--- src/rtl/hdmi_signal_pipe.sv ---
// hdmi_signal_pipe: pixel source select (passthrough / solid / colour bars /
// blank) followed by a matched register pipeline for the HDMI transmitter.
// Mode switches only on a rising in_v_sync so a frame never mixes sources.
module hdmi_signal_pipe #(
  parameter int COLOR_W    = 8,
  parameter int PIPE_DEPTH = 2,
  parameter int BAR_W      = 80,
  parameter int CNT_W      = 12,
  parameter bit HS_POL     = 1'b0,
  parameter bit VS_POL     = 1'b0
) (
  input  logic                   clk,
  input  logic                   rst,
  input  logic [COLOR_W-1:0]     r,
  input  logic [COLOR_W-1:0]     g,
  input  logic [COLOR_W-1:0]     b,
  input  logic                   in_h_sync,
  input  logic                   in_v_sync,
  input  logic                   in_data_en,
  input  logic [1:0]             mode_req,
  input  logic [3*COLOR_W-1:0]   solid_rgb,
  output logic [3*COLOR_W-1:0]   data,
  output logic                   h_sync,
  output logic                   v_sync,
  output logic                   data_en,
  output logic                   clk_out,
  output logic [1:0]             mode_active,
  output logic [15:0]            frame_cnt
);

  localparam int PW = 3 * COLOR_W;

  logic [CNT_W-1:0] pix;
  logic [2:0]       bar;
  logic [2:0]       bar_code;
  logic [PW-1:0]    bar_rgb;
  logic [PW-1:0]    sel_rgb;
  logic             vs_prev;
  logic             frame_evt;

  logic [PW-1:0]         rgb_q [PIPE_DEPTH];
  logic [PIPE_DEPTH-1:0] de_q;
  logic [PIPE_DEPTH-1:0] hs_q;
  logic [PIPE_DEPTH-1:0] vs_q;

  // History starts at 1 after reset so a vsync already high is not a new frame.
  assign frame_evt = in_v_sync & ~vs_prev;

  // Bar 0 is white; code counts down so the sequence ends on black.
  assign bar_code = 3'd7 - bar;
  assign bar_rgb  = {{COLOR_W{bar_code[2]}}, {COLOR_W{bar_code[1]}}, {COLOR_W{bar_code[0]}}};

  // Track vsync history, latch the requested mode and count frames.
  always_ff @(posedge clk or negedge rst) begin
    if (!rst) begin
      vs_prev     <= 1'b1;
      mode_active <= 2'd0;
      frame_cnt   <= 16'd0;
    end else begin
      vs_prev <= in_v_sync;
      if (frame_evt) begin
        mode_active <= mode_req;
        frame_cnt   <= frame_cnt + 16'd1;
      end
    end
  end

  // Pixel-in-bar and bar index; run in every mode, restart on each blank.
  always_ff @(posedge clk or negedge rst) begin
    if (!rst) begin
      pix <= '0;
      bar <= 3'd0;
    end else if (in_data_en) begin
      if (pix == CNT_W'(BAR_W - 1)) begin
        pix <= '0;
        bar <= bar + 3'd1;
      end else begin
        pix <= pix + CNT_W'(1);
      end
    end else begin
      pix <= '0;
      bar <= 3'd0;
    end
  end

  // Source select; uses the mode in force before any same-cycle frame event.
  always_comb begin
    sel_rgb = '0;
    if (in_data_en) begin
      case (mode_active)
        2'd0:    sel_rgb = {r, g, b};
        2'd1:    sel_rgb = solid_rgb;
        2'd2:    sel_rgb = bar_rgb;
        default: sel_rgb = '0;
      endcase
    end
  end

  // Matched delay line: stage 0 captures, later stages only shift.
  always_ff @(posedge clk or negedge rst) begin
    if (!rst) begin
      for (int i = 0; i < PIPE_DEPTH; i++) begin
        rgb_q[i] <= '0;
      end
      de_q <= '0;
      hs_q <= '0;
      vs_q <= '0;
    end else begin
      rgb_q[0] <= sel_rgb;
      de_q[0]  <= in_data_en;
      hs_q[0]  <= in_h_sync;
      vs_q[0]  <= in_v_sync;
      for (int i = 1; i < PIPE_DEPTH; i++) begin
        rgb_q[i] <= rgb_q[i-1];
        de_q[i]  <= de_q[i-1];
        hs_q[i]  <= hs_q[i-1];
        vs_q[i]  <= vs_q[i-1];
      end
    end
  end

  assign data    = rgb_q[PIPE_DEPTH-1];
  assign data_en = de_q[PIPE_DEPTH-1];
  assign h_sync  = hs_q[PIPE_DEPTH-1] ^ HS_POL;
  assign v_sync  = vs_q[PIPE_DEPTH-1] ^ VS_POL;
  assign clk_out = ~clk;

endmodule

--- config.mk ---
export PLATFORM = sky130hd
export DESIGN_NAME = hdmi_signal_pipe
export DESIGN_NICKNAME = d
export VERILOG_FILES = /design/src/rtl/hdmi_signal_pipe.sv
export SDC_FILE = /design/constraint.sdc
export NUM_CORES = 1
export LEC_CHECK = 0
export CORE_UTILIZATION = 48
export CTS_CLUSTER_DIAMETER = 150
export CTS_CLUSTER_SIZE = 25
export DETAILED_ROUTE_END_ITERATION = 16
export PLACE_DENSITY_LB_ADDON = 0.3
export SYNTH_ARGS = -nofsm -noshare
export SYNTH_HDL_FRONTEND = slang
export SYNTH_SLANG_ARGS = --single-unit
--- constraint.sdc ---
create_clock -name clk -period 1.6 [get_ports clk]
set_input_delay 0.16 -clock clk [delete_from_list [all_inputs] [get_ports clk]]
set_output_delay 0.16 -clock clk [all_outputs]
set_load 0.02 [all_outputs]
Word level (Yosys, flattened, before mapping)
Cells that the tools add are included.
- $add $sub $neg: 4
- equality and inequality tests: 4
- mux-type cells: 6
- reduce and logical (&&, ||, !) cells: 1
- bitwise logic cells: 3
- operator list (kind ; count):
    $pmux W24 S3 ; 1
    $mux W12 ; 2
    $mux W24 ; 1
    $add A16 B1 Y16 const B ; 1
    $add A12 B1 Y12 const B ; 1
    $eq A12 B7 Y1 const B ; 1
    $mux W3 ; 2
    $add A3 B1 Y3 const B ; 1
    $sub A3 B3 Y3 const A ; 1
    $eq A2 B1 Y1 const B ; 1
    $eq A2 B2 Y1 const B ; 1
    $logic_not A2 Y1 ; 1
    $ne A2 B1 Y1 const B ; 1
    $not A1 Y1 ; 2
    $and A1 B1 Y1 ; 1
- register bits: 88
- input bits: 55

Depth between registers and ports, before layout
- depth in word-level cells: 3
- depth in mapped cells: 6
- depth with buffers taken out: 5

==> load_flow_metrics.sql <==
INSERT INTO impl_metrics (metric_group, metric, value, unit) VALUES
('floorplan', 'ioPinCount', '101', ''),
('placed_design', 'place_hpwl', '5391', 'um'),
('worst_setup_path', 'critical_path.endpoint_type', 'output pin', ''),
('grt', 'antenna_found_initial', '0', ''),
('synthesis', 'share_of_synthesized_area_spent_on_multiplexers', '1.188', '%'),
('synthesis', 'cell_taking_the_most_area_after_synthesis', 'sky130_fd_sc_hd__dfrtp_1', ''),
('worst_setup_path', 'path_cells', 'clkdlybuf4s50_1', ''),
('clock_tree', 'tritoncts', 'built', ''),
('sta', 'slew_violations', '0', ''),
('sta', 'timing_worst_slew_pin_value', '454.8', 'ps'),
('floorplan', 'chipHeight', '89.62', 'um'),
('worst_setup_path', 'timing.critical_path.slowest_cell_delay', '630', 'ps'),
('synthesis', 'synth_xor_xnor_area_share', '6.418', '%'),
('power_and_ir_drop', 'psw', '1650', 'uW'),
('grt', 'grt_max_degree', '53', ''),
('outcome', 'outcome', 'complete, no violations', ''),
('route', 'detailedRoute.firstIterationViolations', '81', ''),
('synthesis', 'mappedNetlistNets', '383', ''),
('worst_setup_path', 'critPathRequiredTime', '1440', 'ps'),
('grt', 'first_pass_grt_wire_length', '12060', 'um'),
('final_layout', 'nNetsFinal', '472', ''),
('synthesis', 'post_synth_inst_count', '325', ''),
('clock_tree', 'clock_insertion_delay_worst_skew', '350', 'ps'),
('placed_design', 'dp_slack', '-119.7', 'ps'),
('synthesis', 'synth_seq_cells', '88', ''),
('route', 'route.detailed.wl_per_inst', '14.66', 'um'),
('floorplan', 'rows', '31', ''),
('power_and_ir_drop', 'post-layout-total-power', '5848', 'uW'),
('grt', 'grt_overflow', '0', ''),
('route', 'totalWireLength', '7595', 'um'),
('final_layout', 'layout.area.seq', '2206', 'sq um'),
('worst_hold_path', 'holdCritPathClass', 'in -> reg', ''),
('synthesis', 'post-synth-top-count-cell', 'sky130_fd_sc_hd__dfrtp_1', ''),
('route', 'detail-route-antenna-nets', '0', ''),
('synthesis', 'synth.area.top_cells', 'sky130_fd_sc_hd__dfrtp_1 (59%), sky130_fd_sc_hd__a21oi_1 (6.5%), sky130_fd_sc_hd__buf_4 (4.9%)', ''),
('clock_tree', 'worst_setup_hold_path_clk_slew', '90', 'ps'),
('grt', 'global_routing_usage_summed_across_all_routing_layers', '20.38', '%'),
('clock_tree', 'cts_root_buf', 'sky130_fd_sc_hd__clkbuf_8', ''),
('synthesis', 'synth.yosys.warnings', '0', ''),
('final_layout', 'syn2layout_area_growth', '35.38', '%'),
('synthesis', 'synth_top_area_share', '59.08', '%'),
('placed_design', 'portBuffers', '100', ''),
('route', 'drcViolationCount', '0', ''),
('power_and_ir_drop', 'seq_power_share', '44.3', '%'),
('clock_tree', 'clock_path_buffers', '2', ''),
('synthesis', 'synth-async-reset-ratio', '100.0', '%'),
('sta', 'hold_viol', '0', ''),
('route', 'drt_pass1_iterations', '4', ''),
('synthesis', 'most_numerous_cell_types_in_the_synthesized_netlist', 'sky130_fd_sc_hd__dfrtp_1 (87), sky130_fd_sc_hd__a21oi_1 (48), sky130_fd_sc_hd__nand2b_1 (27), sky130_fd_sc_hd__nor2b_1 (27), sky130_fd_sc_hd__buf_4 (24)', ''),
('clock_tree', 'cts_htree_levels', '3', ''),
('final_layout', 'multi_input_comb_area', '1249', 'sq um'),
('power_and_ir_drop', 'internal_power', '4199', 'uW'),
('power_and_ir_drop', 'switching_share', '28.21', '%'),
('power_and_ir_drop', 'max-vdd-ir-drop', '0.8747', 'mV'),
('placed_design', 'gpl.final_weighted_congestion', '0.8042', ''),
('flow_run', 'cap_viol_max_count', '0', ''),
('final_layout', 'nFillCells', '532', ''),
('final_layout', 'final_layout_size_suffix_gt1_share', '12.65', '%'),
('floorplan', 'fp.dieW', '89.62', 'um'),
('floorplan', 'starting_density_of_the_core', '50.26', '%'),
('synthesis', 'synth-compound-area-share', '6.520', '%'),
('worst_setup_path', 'worstSetupStartpointType', 'flip-flop', ''),
('route', 'routed-via-count', '2550', ''),
('synthesis', 'yosys.area_share.simple', '18.03', '%'),
('synthesis', 'synthesis.area', '3685', 'sq um'),
('clock_tree', 'cts-buffers-inserted', '9', ''),
('sta', 'setup_viol', '0', ''),
('power_and_ir_drop', 'cellLeakagePower', '0.002259', 'uW'),
('grt', 'vias_in_the_first_global_route', '2462', ''),
('floorplan', 'core', '7331', 'sq um'),
('worst_setup_path', 'cp_max_fo', '4', '');
## registers in the layout, indices dropped and copies added, names as in the netlist
register and count:
bar 3, data 24, de_q 2, frame_cnt 16, hs_q 2, mode_active 2, pix 12, rgb_q 24
vs_prev 1, vs_q 2
## power groups by stage
stage / clock network, uW / logic [uW] / registers [uW]
2_1_floorplan: 44.8 / 642 / 2750
3_5_place_dp: 92.6 / 1360 / 2640
5_1_grt: 2060 / 1440 / 2620
4_1_cts: 1970 / 1330 / 2590
3_3_place_gp: 92.6 / 1340 / 2620
6_report: 1930 / 1320 / 2590
## area by class of cell
| class | count | share of cell area [%] |
|---|---|---|
| timing repair buffer | 117 | 22.90 |
| clock inverter | 8 | 2.558 |
| inverter | 3 | 0.2257 |
| multi-input combinational | 193 | 25.03 |
| tap | 99 | 2.483 |
| clock buffer | 10 | 2.583 |
| sequential | 88 | 44.22 |
## final timing paths
check                                      to  cells past startpoint           from  slack (ps)
worst max-delay path            frame_cnt[12]                      1  frame_cnt[12]          50
worst max register to register  frame_cnt[14]                      5   frame_cnt[1]          50
worst min register to register       data[21]                      0      rgb_q[45]         340
worst min-delay path                  hs_q[0]                      1      in_h_sync         240
min in group asynchronous            data[21]                      2            rst         280
max in group asynchronous              pix[4]                      3            rst         760
## cells in the final DEF (no fill, tap or decap), drive strengths merged, types with 2 or more instances in the layout
cell type,instances
nor3,2
xor2,9
and2,3
clkdlybuf4s50,89
inv,7
a21oi,48
nor4,4
xnor2,18
clkbuf,9
dlygate4sd2,5
mux2,3
nor2b,27
nand2,8
and4,2
dfrtp,87
nand4,10
nand3,4
nand2b,27
nor2,17
dlymetal6s2s,4
and3,2
ha,3
buf,19
bufinv,3
## per-layer routing
layer  track usage [%]  wire, um
met2             33.13      3800
met1             26.41      3352
met3             3.291       240
met4             10.82       201
met5                 0         0
## kinds of logic after synthesis
family / Yosys count
mux: 4
flops: 88
simple gates: 111
buf+inv: 44
xor+xnor: 27
fa+ha+maj: 3
compound gates: 48
## through the flow
| stage | cell area (sq um) | std cells | utilization, % | TNS, ps | hold slack (ps) |
|---|---|---|---|---|---|
| final | 4989 | 518 | 68.05 | 0 | 240.4 |
| after global routing | 4989 | 518 | 68.05 | -2.501 | 230.5 |
| after CTS | 4957 | 518 | 67.62 | 0 | 226.3 |
| after detailed placement | 4708 | 501 | 64.23 | -709.8 | 81.99 |
| after global placement | 4708 | 501 | 64.23 | -345.7 | 77.61 |
| after floorplan | 3687 | 325 | - | 0 | -135.6 |
## timing repair
action,4_1_cts,5_1_grt
gates resized for setup,10,9
setup endpoints to repair,16,18
hold buffers,1,0
pin swaps,0,0
hold endpoints to repair,21,0
Note: power is estimated with default switching activity, not from simulation.
